`config.mk`:
```
export PLATFORM = sky130hd
export DESIGN_NAME = rob_ord_sched
export DESIGN_NICKNAME = d
export VERILOG_FILES = /design/src/rtl/rob_pkg.sv /design/src/rtl/sync_fifo.sv /design/src/rtl/rob_ord_sched.sv
export SDC_FILE = /design/constraint.sdc
export NUM_CORES = 1
export LEC_CHECK = 0
export BUFFER_PORTS_ARGS = -buffer_cell sky130_fd_sc_hd__buf_2
export CELL_PAD_IN_SITES_DETAIL_PLACEMENT = 0
export CELL_PAD_IN_SITES_GLOBAL_PLACEMENT = 2
export CORE_ASPECT_RATIO = 2
export CORE_MARGIN = 2
export CORE_UTILIZATION = 40
export CTS_BUF_LIST = sky130_fd_sc_hd__clkbuf_4 sky130_fd_sc_hd__clkbuf_8
export DETAILED_ROUTE_END_ITERATION = 7
export PLACE_DENSITY_LB_ADDON = 0.1
export RECOVER_POWER = 50
export SKIP_CTS_REPAIR_TIMING = 1
export SYNTH_ARGS = -nofsm -noshare
export SYNTH_HDL_FRONTEND = slang
export SYNTH_SLANG_ARGS = --single-unit
```
`constraint.sdc`:
```
create_clock -name clk -period 15.4 [get_ports clk]
set_clock_uncertainty 0.2 [all_clocks]
set_input_delay 0 -clock clk [delete_from_list [all_inputs] [get_ports clk]]
set_output_delay 0 -clock clk [all_outputs]
set_load 0.01 [all_outputs]
```
`src/rtl/rob_pkg.sv`:
```
// Shared types for the reorder scheduler: tracked-order record and FSM state encoding.
// Record widths match the default scheduler ID/length parameters.
package rob_pkg;

    localparam int ROB_ID_W  = 2;
    localparam int ROB_LEN_W = 16;

    typedef enum logic [1:0] {
        ST_IDLE  = 2'd0,
        ST_WAIT  = 2'd1,
        ST_ISSUE = 2'd2
    } state_e;

    typedef struct packed {
        logic [ROB_ID_W-1:0]  id;
        logic [ROB_LEN_W-1:0] len;
    } ord_info_t;

endpackage

```
`src/rtl/sync_fifo.sv`:
```
// Synchronous FIFO; head word visible on rd_dat whenever not empty, pop advances it.
// Write/read latency 1 cycle; writes when full and pops when empty are ignored.
module sync_fifo #(
    parameter int WIDTH = 8,
    parameter int DEPTH = 16
) (
    input  logic             clk,
    input  logic             rst_n,
    input  logic             wr_vld,
    input  logic [WIDTH-1:0] wr_dat,
    input  logic             rd_rdy,
    output logic [WIDTH-1:0] rd_dat,
    output logic             full,
    output logic             empty
);

    localparam int PTR_W = (DEPTH > 1) ? $clog2(DEPTH) : 1;
    localparam int CNT_W = $clog2(DEPTH + 1);

    logic [WIDTH-1:0] mem_q [DEPTH];
    logic [PTR_W-1:0] wr_ptr_q, wr_ptr_d, rd_ptr_q, rd_ptr_d;
    logic [CNT_W-1:0] cnt_q, cnt_d;
    logic             wr_en, rd_en;

    assign full   = (cnt_q == CNT_W'(DEPTH));
    assign empty  = (cnt_q == '0);
    assign wr_en  = wr_vld && !full;
    assign rd_en  = rd_rdy && !empty;
    assign rd_dat = mem_q[rd_ptr_q];

    always_comb begin
        wr_ptr_d = wr_ptr_q;
        rd_ptr_d = rd_ptr_q;
        cnt_d    = cnt_q;
        if (wr_en) wr_ptr_d = (wr_ptr_q == PTR_W'(DEPTH - 1)) ? '0 : wr_ptr_q + PTR_W'(1);
        if (rd_en) rd_ptr_d = (rd_ptr_q == PTR_W'(DEPTH - 1)) ? '0 : rd_ptr_q + PTR_W'(1);
        if (wr_en && !rd_en) cnt_d = cnt_q + CNT_W'(1);
        if (rd_en && !wr_en) cnt_d = cnt_q - CNT_W'(1);
    end

    always_ff @(posedge clk or negedge rst_n) begin
        if (!rst_n) begin
            wr_ptr_q <= '0;
            rd_ptr_q <= '0;
            cnt_q    <= '0;
        end else begin
            wr_ptr_q <= wr_ptr_d;
            rd_ptr_q <= rd_ptr_d;
            cnt_q    <= cnt_d;
        end
    end

    always_ff @(posedge clk) begin
        if (wr_en) mem_q[wr_ptr_q] <= wr_dat;
    end

endmodule

```
`src/rtl/rob_ord_sched.sv`:
```
// Reserves per-ID reorder-buffer credits, then issues each request to its responder and the ROB.
// Accept-to-issue 2 cycles; stalls in WAIT without credits/tracker space, holds ISSUE until both handshakes.
module rob_ord_sched
    import rob_pkg::*;
#(
    parameter int ORD_DEPTH = 4,
    parameter int BUF_DEPTH = 16,
    parameter int ID_W      = $clog2(ORD_DEPTH),
    parameter int LEN_W     = 16
) (
    input  logic             clk,
    input  logic             rst_n,
    input  logic [ID_W-1:0]  req_id,
    input  logic [LEN_W-1:0] req_len,
    input  logic             req_vld,
    output logic             req_rdy,
    output logic [ID_W-1:0]  iss_id,
    output logic [LEN_W-1:0] iss_len,
    output logic             iss_vld,
    input  logic             iss_rdy,
    output logic [ID_W-1:0]  ord_id,
    output logic [LEN_W-1:0] ord_len,
    output logic             ord_vld,
    input  logic             ord_rdy,
    input  logic             fwd_hsk,
    output logic             err_len,
    output logic             err_drn
);

    localparam int CNT_W = $clog2(BUF_DEPTH + 1);
    localparam int SUM_W = LEN_W + 2;

    state_e           state_q, state_d;
    ord_info_t        req_q, req_d;
    logic             ord_done_q, ord_done_d, iss_done_q, iss_done_d;
    logic             err_len_q, err_len_d, err_drn_q, err_drn_d;
    logic [LEN_W-1:0] beat_q, beat_d;
    logic [CNT_W-1:0] used_q [ORD_DEPTH];
    logic [CNT_W-1:0] used_d [ORD_DEPTH];

    ord_info_t        trk_head;
    logic             trk_full, trk_empty, trk_pop;
    logic [SUM_W-1:0] len_ext, need;
    logic             len_bad, credit_ok, rsv, rel;
    logic             ord_hs, iss_hs, both_done;

    // Credit check deliberately uses registered used_q: a same-cycle release is not seen.
    assign len_ext   = SUM_W'(req_q.len) + SUM_W'(1);
    assign len_bad   = len_ext > SUM_W'(BUF_DEPTH);
    assign need      = SUM_W'(used_q[req_q.id]) + len_ext;
    assign credit_ok = (need <= SUM_W'(BUF_DEPTH)) && !trk_full;
    assign rsv       = (state_q == ST_WAIT) && !len_bad && credit_ok;
    assign rel       = fwd_hsk && !trk_empty;
    assign trk_pop   = rel && (beat_q == trk_head.len);
    assign ord_hs    = ord_vld && ord_rdy;
    assign iss_hs    = iss_vld && iss_rdy;
    assign both_done = (ord_done_q || ord_hs) && (iss_done_q || iss_hs);

    sync_fifo #(
        .WIDTH (ID_W + LEN_W),
        .DEPTH (BUF_DEPTH)
    ) u_trk (
        .clk    (clk),
        .rst_n  (rst_n),
        .wr_vld (rsv),
        .wr_dat (req_q),
        .rd_rdy (trk_pop),
        .rd_dat (trk_head),
        .full   (trk_full),
        .empty  (trk_empty)
    );

    always_ff @(posedge clk or negedge rst_n) begin
        if (!rst_n) state_q <= ST_IDLE;
        else        state_q <= state_d;
    end

    always_comb begin
        state_d = state_q;
        case (state_q)
            ST_IDLE:  if (req_vld) state_d = ST_WAIT;
            ST_WAIT:  if (len_bad) state_d = ST_IDLE;
                      else if (credit_ok) state_d = ST_ISSUE;
            ST_ISSUE: if (both_done) state_d = ST_IDLE;
            default:  state_d = ST_IDLE;
        endcase
    end

    always_comb begin
        req_rdy = (state_q == ST_IDLE);
        ord_vld = (state_q == ST_ISSUE) && !ord_done_q;
        iss_vld = (state_q == ST_ISSUE) && !iss_done_q;
        ord_id  = req_q.id;
        ord_len = req_q.len;
        iss_id  = req_q.id;
        iss_len = req_q.len;
        err_len = err_len_q;
        err_drn = err_drn_q;
    end

    always_comb begin
        req_d = req_q;
        if ((state_q == ST_IDLE) && req_vld) begin
            req_d.id  = req_id;
            req_d.len = req_len;
        end
        ord_done_d = (state_q == ST_ISSUE) && !both_done && (ord_done_q || ord_hs);
        iss_done_d = (state_q == ST_ISSUE) && !both_done && (iss_done_q || iss_hs);
        err_len_d  = (state_q == ST_WAIT) && len_bad;
        err_drn_d  = err_drn_q || (fwd_hsk && trk_empty);
        beat_d     = beat_q;
        if (rel) beat_d = trk_pop ? '0 : beat_q + LEN_W'(1);
        for (int i = 0; i < ORD_DEPTH; i++) begin
            used_d[i] = used_q[i];
            if (rsv && (req_q.id == ID_W'(i)))    used_d[i] = used_d[i] + CNT_W'(len_ext);
            if (rel && (trk_head.id == ID_W'(i))) used_d[i] = used_d[i] - CNT_W'(1);
        end
    end

    always_ff @(posedge clk or negedge rst_n) begin
        if (!rst_n) begin
            req_q      <= '0;
            ord_done_q <= 1'b0;
            iss_done_q <= 1'b0;
            err_len_q  <= 1'b0;
            err_drn_q  <= 1'b0;
            beat_q     <= '0;
            for (int i = 0; i < ORD_DEPTH; i++) used_q[i] <= '0;
        end else begin
            req_q      <= req_d;
            ord_done_q <= ord_done_d;
            iss_done_q <= iss_done_d;
            err_len_q  <= err_len_d;
            err_drn_q  <= err_drn_d;
            beat_q     <= beat_d;
            for (int i = 0; i < ORD_DEPTH; i++) used_q[i] <= used_d[i];
        end
    end

endmodule
```
* Word-level counts from Yosys, hierarchy flattened
Memory sizes are Yosys's and may differ from the RTL's.
Cells that the tools add are included.
W data, S select, Z words.
** Word-level totals
- Bits in writable memories :: 288
- Memories :: 1
- Flip-flop bits (word level) :: 73
- Output and inout port bits :: 41
- Bits of input ports :: 24
** Cells by class
- Add/subtract/negate cells :: 15
- Reductions and logical operators :: 45
- Equal/unequal tests :: 15
- Bitwise gates (word level) :: 1
- Multiplexer cells :: 23
- Magnitude comparators :: 3
** Memories
- u_trk.mem_q :: depth 16, width 18, rd ports 1, clocked after Yosys merged registers in 0, write ports 1, RTL line sync_fifo.sv:20 : logic [WIDTH-1:0] mem_q [DEPTH];
** Operators with widths (number)
- $mux W5 :: 12
- $logic_and A1 B1 Y1 :: 28
- $sub A5 B1 Y5 const B :: 5
- $add A5 B5 Y5 :: 4
- $add A5 B17 Y18 :: 1
- $le A18 B5 Y1 const B :: 1
- $add A16 B1 Y17 const B :: 1
- $gt A17 B5 Y1 const B :: 1
- $add A16 B1 Y16 const B :: 1
- $eq A16 B16 Y1 :: 1
- $mux W16 :: 1
- $bmux W5 S2 :: 1
- $eq A2 B2 Y1 const B :: 5
- $add A4 B1 Y4 const B :: 2
- $eq A4 B4 Y1 const B :: 2
- $logic_not A1 Y1 :: 8
- $mux W2 :: 4
- $mux W4 :: 2
- $eq A2 B1 Y1 const B :: 3
- $logic_not A2 Y1 :: 3
- $pmux W2 S3 :: 1
- $add A5 B1 Y5 const B :: 1
- $eq A5 B5 Y1 const B :: 1
- $logic_not A5 Y1 :: 1
- other kinds (8) :: 12

* Logic depth before layout (Yosys ltp)
Gate-level depths: netlist of the first run.
- Word-level depth :: 12
- Gate-level depth with buffers :: 20
- Mapped depth without buffers :: 19

* By module
A second synthesis of the first run with hierarchy kept.
** Unflattened totals
- Cells, all modules :: 1161
- Area total of the unflattened synthesis :: 17419.2 µm²
** By module, submodules not included
- sync_fifo :: area an instance 12077.8 µm², times used 1, cells each 600
- rob_ord_sched :: area an instance 5341.4 µm², times used 1, cells each 561

* Worst setup path after synthesis of the first run
OpenSTA, ideal clock, no wires.
- Path kind :: reg2reg
- From :: reg req_q (netlist bit iss_id[0])
- To :: mem u_trk.mem_q[11][0] (netlist bit) (enable)
- Required time :: 14.780 ns
- Clock period less this slack :: 5.491 ns
- Cell stages (with the launch flop) :: 15
- Library setup time :: 0.420 ns
- Path slack :: 9.909 ns
- Arrival time :: 4.871 ns
- Cells stage by stage :: dfrtp_1 > clkbuf_1 > mux4_2 > ha_1 > inv_1 > fa_1 > nor2b_1 > o21ai_0 > a21boi_0 > or2_2 > and4_1 > xnor2_1 > nor4b_4 > nand2_1 > nor3b_1
** Between the ends
- Longest elaborated chain between the ends :: 11
** Ends and longest elaborated chain
- from (decl) :: RTL line rob_ord_sched.sv:34 : ord_info_t req_q, req_d;
- from (signal assigned) :: RTL line rob_ord_sched.sv:130 : req_q <= req_d;
- $not A2 Y3 (implied by the code) :: RTL line rob_ord_sched.sv:50 : assign need = SUM_W'(used_q[req_q.id]) + len_ext;
- $bmux W5 S2 :: RTL line rob_ord_sched.sv:50
- $mux W5 (implied by the code) (2 in series) :: RTL line rob_ord_sched.sv:50
- $add A5 B17 Y18 :: RTL line rob_ord_sched.sv:50
- $le A18 B5 Y1 :: RTL line rob_ord_sched.sv:51 : assign credit_ok = (need <= SUM_W'(BUF_DEPTH)) && !trk_full;
- $logic_and A1 B1 Y1 :: RTL line rob_ord_sched.sv:51
- $logic_and A1 B1 Y1 :: RTL line rob_ord_sched.sv:52 : assign rsv = (state_q == ST_WAIT) && !len_bad && credit_ok;
- $logic_and A1 B1 Y1 :: RTL line sync_fifo.sv:27 : assign wr_en = wr_vld && !full;
- $mux W1 :: RTL line sync_fifo.sv:54 : if (wr_en) mem_q[wr_ptr_q] <= wr_dat;
- $mux W1 (implied by the code) :: RTL line sync_fifo.sv:54
- to (decl) :: RTL line sync_fifo.sv:20
Every way passes these cells. The select of a mux whose other input is x is not followed.

* Final worst setup path of the first run
- From :: reg req_q (netlist bit iss_id[0])
- To :: mem u_trk.mem_q[4][17] (netlist bit) (enable)
The elaborated chain is that of the path after synthesis.

==> impl_metrics.env, run 1 <==
export IMPL_critPathMaxStageDelay_ns=1.10
export IMPL_ant_nets=0
export IMPL_wl_met2_um=22500
export IMPL_synth_top_cells_by_area="edfxtp_1 52%, mux4_2 13%, dfrtp_1 11%"
export IMPL_crit_buf_inv=3
export IMPL_fin_hold_ws_ns=-0.00580
export IMPL_failed_checks="hold timing, capacitance limit, slew limit"
export IMPL_yosys_area_share_xor_xnor_pct=4.86
export IMPL_vias=9567
export IMPL_die_y_um=293
export IMPL_grt_pass1_wl_um=64400
export IMPL_crit_chain="clkbuf_1, mux4_2, ha_1, inv_1, fa_1, nor2b_1, o21ai_0, a21boi_0, or2_2, and4_1, xnor2_1, nor4b_4, nand2_1, nor3b_2, buf_4"
export IMPL_synth_edf_count=288
export IMPL_port_buffers=64
export IMPL_layout_common_cells="288 x edfxtp_1, 93 x mux4_2, 71 x dfrtp_1"
export IMPL_finalCritPeriodShare_pct=40.4
export IMPL_maxSlewViolCount=166
export IMPL_drc=0
export IMPL_drt_wl_total_um=43000
export IMPL_synth_top_area_cell="edfxtp_1"
export IMPL_max_freq_mhz=161
export IMPL_synth_top_family_by_area="multiplexers"
export IMPL_met1_length_um=18000
export IMPL_synth_mux_area_share_pct=15.2
export IMPL_maxCapViolations=4
export IMPL_synth_async_sr_flop_share_pct=20.2
export IMPL_hold_class="in2reg"
export IMPL_grt_pass1_vias=9871
export IMPL_num_nets_final=1250
export IMPL_track_usage_pct=20.2
export IMPL_htreeDepth=2
export IMPL_drive_above_1_share_pct=25.0
export IMPL_grt_max_degree=69
export IMPL_synth_cell_types=65
export IMPL_hold_viol_final=1
export IMPL_cp_end_kind="register"
export IMPL_cpMaxStageDelayCell="clkbuf_1"
export IMPL_synth_seq_area_share_pct=62.6
export IMPL_rsz0062_at_grt="false"
export IMPL_drt_initial_drc_count=664
export IMPL_worstSetupStartpointType="register"
export IMPL_tightest_slew_ns=4.12
export IMPL_setup_worst_path_class="reg2reg"
export IMPL_power_density_nw_per_um2=133
export IMPL_p_leak_nw=6.72
export IMPL_syn_to_final_growth_pct=15.2
export IMPL_syn_area_um2=16700
export IMPL_critPathMaxFanout=29
export IMPL_max_slew_margin_pct=-174
export IMPL_clkTransAtPathRegs_ns=0.06
export IMPL_synth_simple_area_share_pct=7.60
export IMPL_dp_hpwl_um=27800
export IMPL_period_minus_slack_ns=6.21
export IMPL_crit_arrival_ns=6.34
export IMPL_wl_met3_um=1620
export IMPL_yosysWarnings=0
export IMPL_setup_ws_ns=9.19
export IMPL_overflow=0
export IMPL_finalSetupViolCount=0
export IMPL_top_layer="met4"
export IMPL_die_area_um2=43600
export IMPL_synth_adder_area_share_pct=3.41
export IMPL_ys_seq_elements=361
export IMPL_synth_flop_cell="edfxtp_1"
export IMPL_clkLatencyLatePin_ns=0.62
export IMPL_synth_top_area_share_pct=51.7
export IMPL_max_vdd_ir_drop_v=0.0000958
export IMPL_ios=65
export IMPL_drt_first_pass_iters=5
export IMPL_final_setup_tns_ns=0
export IMPL_vias_per_cell=5.43
export IMPL_cts_root_buf="clkbuf_8"
export IMPL_cts_path_max_buffers=3
export IMPL_synth_compound_area_share_pct=3.50
export IMPL_core_um2=41500
export IMPL_cts_tree="done"
export IMPL_layout_commonest_cell="edfxtp_1"
export IMPL_critPathTopFamily="simple AND/OR/NAND/NOR gates"
export IMPL_place_congestion=0.744
export IMPL_wire_per_inst_um=24.4
export IMPL_critical_path_required_ns=15.52
export IMPL_syn_nets=1107
export IMPL_cts_made_buffers=52
export IMPL_place_ws_ns=9.18
export IMPL_avgSynthCellArea_um2=16.1
export IMPL_postSynthCellCount=1041
export IMPL_die_w_um=149
export IMPL_core_rowCount=106
export IMPL_antenna_found_initial=1
export IMPL_status="complete, but fails checks"
export IMPL_cts_sinks=361
export IMPL_initial_utilization_pct=40.3
[cells in the mapped netlist, drive strengths merged (4+ instances only)]
library cell and instances:
o21ai 23, mux4 93, and3 7, and2 5, or4 6, nor3b 11, nand2b 5, ha 36
a21oi 21, a21o 17, or2 4, fa 6, nor2b 6, mux2i 20, xnor2 61, mux2 22
nand3 25, buf 44, nor3 16, nor4b 4, xor2 31, and4 6, nor2 51, dfrtp 73
nand2 52, clkbuf 18, nor4 11, edfxtp 288, nand4 17, inv 30
[flip-flops by register name, indices dropped and copies added, names as in the netlist, 2 cells and up]
name / flops
u_trk.wr_ptr_q: 4
iss_len: 16
used_q: 20
beat_q: 16
iss_id: 2
state_q: 2
u_trk.cnt_q: 5
u_trk.mem_q: 288
u_trk.rd_ptr_q: 4
[path summary, 6_finish.rpt]
kind,start,slack (ns),to,cells after the start
worst min-delay path,fwd_hsk,-0.006,err_drn$_DFF_PN0_,3
max in group asynchronous,rst_n,11.32,used_q[19]$_DFF_PN0_,3
worst max register to register,iss_id[0]$_DFFE_PN0P_,9.19,u_trk.mem_q[4][17]$_DFFE_PP_,15
worst max-delay path,iss_id[0]$_DFFE_PN0P_,9.19,u_trk.mem_q[4][17]$_DFFE_PP_,15
min in group asynchronous,rst_n,0.16,u_trk.rd_ptr_q[3]$_DFFE_PN0P_,3
worst min register to register,ord_done_q$_DFF_PN0_,0.26,iss_done_q$_DFF_PN0_,1
[routing by layer]
layer	global-route usage [%]	up-vias
met2	35.3	228
met1	26.6	4981
met5	0	-
met3	2.44	60
li1	-	4298
met4	5.41	0
[logic make-up (layout without fill, tap and decap cells)]
group | count (synthesis) | count (layout)
multiplexers | 135 | 135
XOR/XNOR | 92 | 92
flip-flops | 361 | 361
adder cells (fa/ha/maj) | 42 | 42
buffers and inverters | 93 | 273
other | 0 | 1
AO/OA/AOI/OAI | 86 | 86
AND/OR/NAND/NOR | 232 | 232
[worst reg2reg max path, delay by kind of cell (launching register included)]
kind,cells,cell delay [ns]
xor gates and xnor gates,1,0.18
AOI/OAI and AO/OA,2,0.39
buffers and inverters,3,1.53
DFF,1,0.32
and+or+nand+nor,6,2.26
muxes,1,0.66
adders and majority gates,2,0.41
[final cells by class]
cell class / instances / area, um2
antenna: 1 / 2.50
clock buffer: 66 / 827
clock inverter: 25 / 239
fill: 3668 / 22200
inverter: 31 / 116
multi-input combinational: 587 / 5850
sequential: 361 / 10500
tap: 540 / 676
timing repair buffer: 151 / 1080
[stage by stage]
stage	instances	hold slack, ns	util (%)	cell area, um2	total power, W
floorplan	1041	-0.496	-	16700	0.00161
global placement	1610	-0.382	42.5	17700	0.00177
detailed placement	1610	-0.382	42.5	17700	0.00177
CTS	1701	-1.07	45.1	18700	0.00258
global route	1762	0.0240	46.4	19300	0.00270
finish	1762	-0.00580	46.4	19300	0.00256
[where the power goes]
group	internal [W]	switching (W)	leakage [nW]	total, W
logic	0.000251	0.000289	2.68	0.000540
clock network	0.000421	0.000376	0.553	0.000797
registers	0.00112	0.0000999	3.49	0.00122
total	0.00179	0.000765	6.72	0.00256
(Power assumes the default switching activity.)
==> run 2, diff against run 1 <==
- clock period: 15.4 -> 5.28 ns (I/O delays scaled with it)
==> run 2 against run 1 <==
Compared with the run above: first-iteration DRC count decreased by 12%; combinational power grew to 3.1 times the previous value; sequential power rose to 2.8 times the previous value; die area stayed put; total power grew to 2.9 times the previous value; sequential cell count is the same; setup slack lost 8.7 ns; critical path depth unchanged; the flow finishes with violations (capacitance limit, slew limit).
==> impl_metrics.env, run 2 (same netlist as run 1, synthesis figures left out) <==
export IMPL_core_rowCount=106
export IMPL_initial_utilization_pct=40.3
export IMPL_tightest_slew_ns=1.90
export IMPL_largest_reg_flops=288
export IMPL_top_regs="u_trk.mem_q: 288 flops, used_q: 20 flops"
export IMPL_critPathMaxFanout=23
export IMPL_dp_hpwl_um=27100
export IMPL_wire_per_inst_um=23.7
export IMPL_layout_common_cells="288 x edfxtp_1, 93 x mux4_2, 71 x dfrtp_1"
export IMPL_seq_power_share_pct=46.7
export IMPL_layout_commonest_cell="edfxtp_1"
export IMPL_clkLatencyLatePin_ns=0.64
export IMPL_pwr_share_comb_pct=22.9
export IMPL_num_nets_final=1289
export IMPL_grt_pass1_wl_um=63800
export IMPL_worstRegToRegCells=15
export IMPL_nFillCells=3655
export IMPL_fin_hold_ws_ns=0.0547
export IMPL_placed_cells_incl_taps=1645
export IMPL_core_um2=41500
export IMPL_ant_nets=0
export IMPL_drive_above_1_share_pct=26.6
export IMPL_fin_util_pct=47.3
export IMPL_hold_viol_final=0
export IMPL_track_usage_pct=20.0
export IMPL_die_y_um=293
export IMPL_cp_end_kind="register"
export IMPL_syn_to_final_growth_pct=17.2
export IMPL_max_vdd_ir_drop_v=0.000302
export IMPL_status="complete, but fails checks"
export IMPL_finalSetupViolCount=0
export IMPL_stdcell_count=1799
export IMPL_drt_initial_drc_count=582
export IMPL_power_density_nw_per_um2=379
export IMPL_power_switching_w=0.00223
export IMPL_period_minus_slack_ns=4.83
export IMPL_ios=65
export IMPL_clkTransAtPathRegs_ns=0.07
export IMPL_place_congestion=0.810
export IMPL_maxSlewViolCount=66
export IMPL_cts_sinks=361
export IMPL_grt_max_degree=66
export IMPL_grt_pass1_vias=9848
export IMPL_max_slew_margin_pct=-26.8
export IMPL_maxCapViolations=1
export IMPL_critical_path_required_ns=5.58
export IMPL_cts_made_buffers=52
export IMPL_swShare_pct=30.0
export IMPL_overflow=0
export IMPL_power_frac_clock_pct=30.4
export IMPL_drc=0
export IMPL_intPower_w=0.00521
export IMPL_hold_class="in2reg"
export IMPL_rsz0062_at_grt="false"
export IMPL_hold_depth=4
export IMPL_antenna_found_initial=1
export IMPL_setup_worst_path_class="reg2reg"
export IMPL_p_leak_nw=6.88
export IMPL_die_w_um=149
export IMPL_vias=9638
export IMPL_die_area_um2=43600
export IMPL_drt_first_pass_iters=5
export IMPL_worstSetupStartpointType="register"
export IMPL_failed_checks="capacitance limit, slew limit"
export IMPL_port_buffers=64
export IMPL_finalCritPeriodShare_pct=91.5
export IMPL_crit_arrival_ns=5.13
export IMPL_max_freq_mhz=207
export IMPL_cts_root_buf="clkbuf_8"
export IMPL_cts_path_max_buffers=3
export IMPL_cts_tree="done"
export IMPL_htreeDepth=2
export IMPL_drt_wl_total_um=42600
export IMPL_top_register="u_trk.mem_q"
export IMPL_vias_per_cell=5.36
[run 2: power by group through the flow]
stage	sequential, W	combinational (W)	clock, W
2_1_floorplan	0.00350	0.00119	0
3_3_place_gp	0.00352	0.00165	0
3_5_place_dp	0.00352	0.00167	0
4_1_cts	0.00347	0.00168	0.00234
5_1_grt	0.00349	0.00192	0.00244
6_report	0.00347	0.00170	0.00226
[run 2: critical path: stages, from the launching register on]
cell	delay, ns
dfrtp_1	0.38
clkbuf_1	0.94
nand3_1	0.11
or4_1	0.48
o22ai_2	0.23
nor2_1	0.10
nor4_2	0.39
nor4b_4	0.38
inv_1	0.09
ha_1	0.27
fa_1	0.43
a21o_1	0.17
a21oi_1	0.18
xor2_1	0.17
nor2_1	0.07
xnor2_1	0.12
[run 2: final cells by class]
type	count	area, um2	share of cell area (%)
repair buffers	190	1420	7.23
well taps	540	676	3.44
multi-input cells	587	5900	30.1
diodes	1	2.50	0.0128
inverters	31	116	0.593
clock buffers	65	813	4.14
clock inverters	24	211	1.08
flip-flops and latches	361	10500	53.4
[run 2: per-stage QoR]
stage / cell area [um2] / power [W] / TNS [ns] / setup WS, ns
final: 19600 / 0.00744 / 0 / 0.447
after global routing: 19600 / 0.00785 / 0 / 0.0276
after CTS: 19000 / 0.00749 / 0 / 0.394
after detailed placement: 18000 / 0.00519 / 0 / 0.406
after global placement: 18000 / 0.00517 / 0 / 0.546
after floorplan: 16800 / 0.00470 / -7.60 / -0.171
[run 2: metal layers]
metal	vias to the layer above	global-route usage (%)	part of all wire [%]
li1	4368	-	-
met2	220	33.6	51
met1	4986	27.4	43
met5	-	0	0
met3	64	2.56	3.8
met4	0	5.62	2.4
[run 2: final timing paths]
check / startpoint / endpoint / slack, ns
worst max-delay path: iss_len[11]$_DFFE_PN0P_ / u_trk.cnt_q[4]$_DFFE_PN0P_ / 0.45
worst min-delay path: iss_rdy / iss_done_q$_DFF_PN0_ / 0.05
worst max register to register: iss_len[11]$_DFFE_PN0P_ / u_trk.cnt_q[4]$_DFFE_PN0P_ / 0.45
worst min register to register: err_drn$_DFF_PN0_ / err_drn$_DFF_PN0_ / 0.27
max in group asynchronous: rst_n / used_q[6]$_DFF_PN0_ / 2.81
min in group asynchronous: rst_n / beat_q[10]$_DFFE_PN0P_ / 0.76
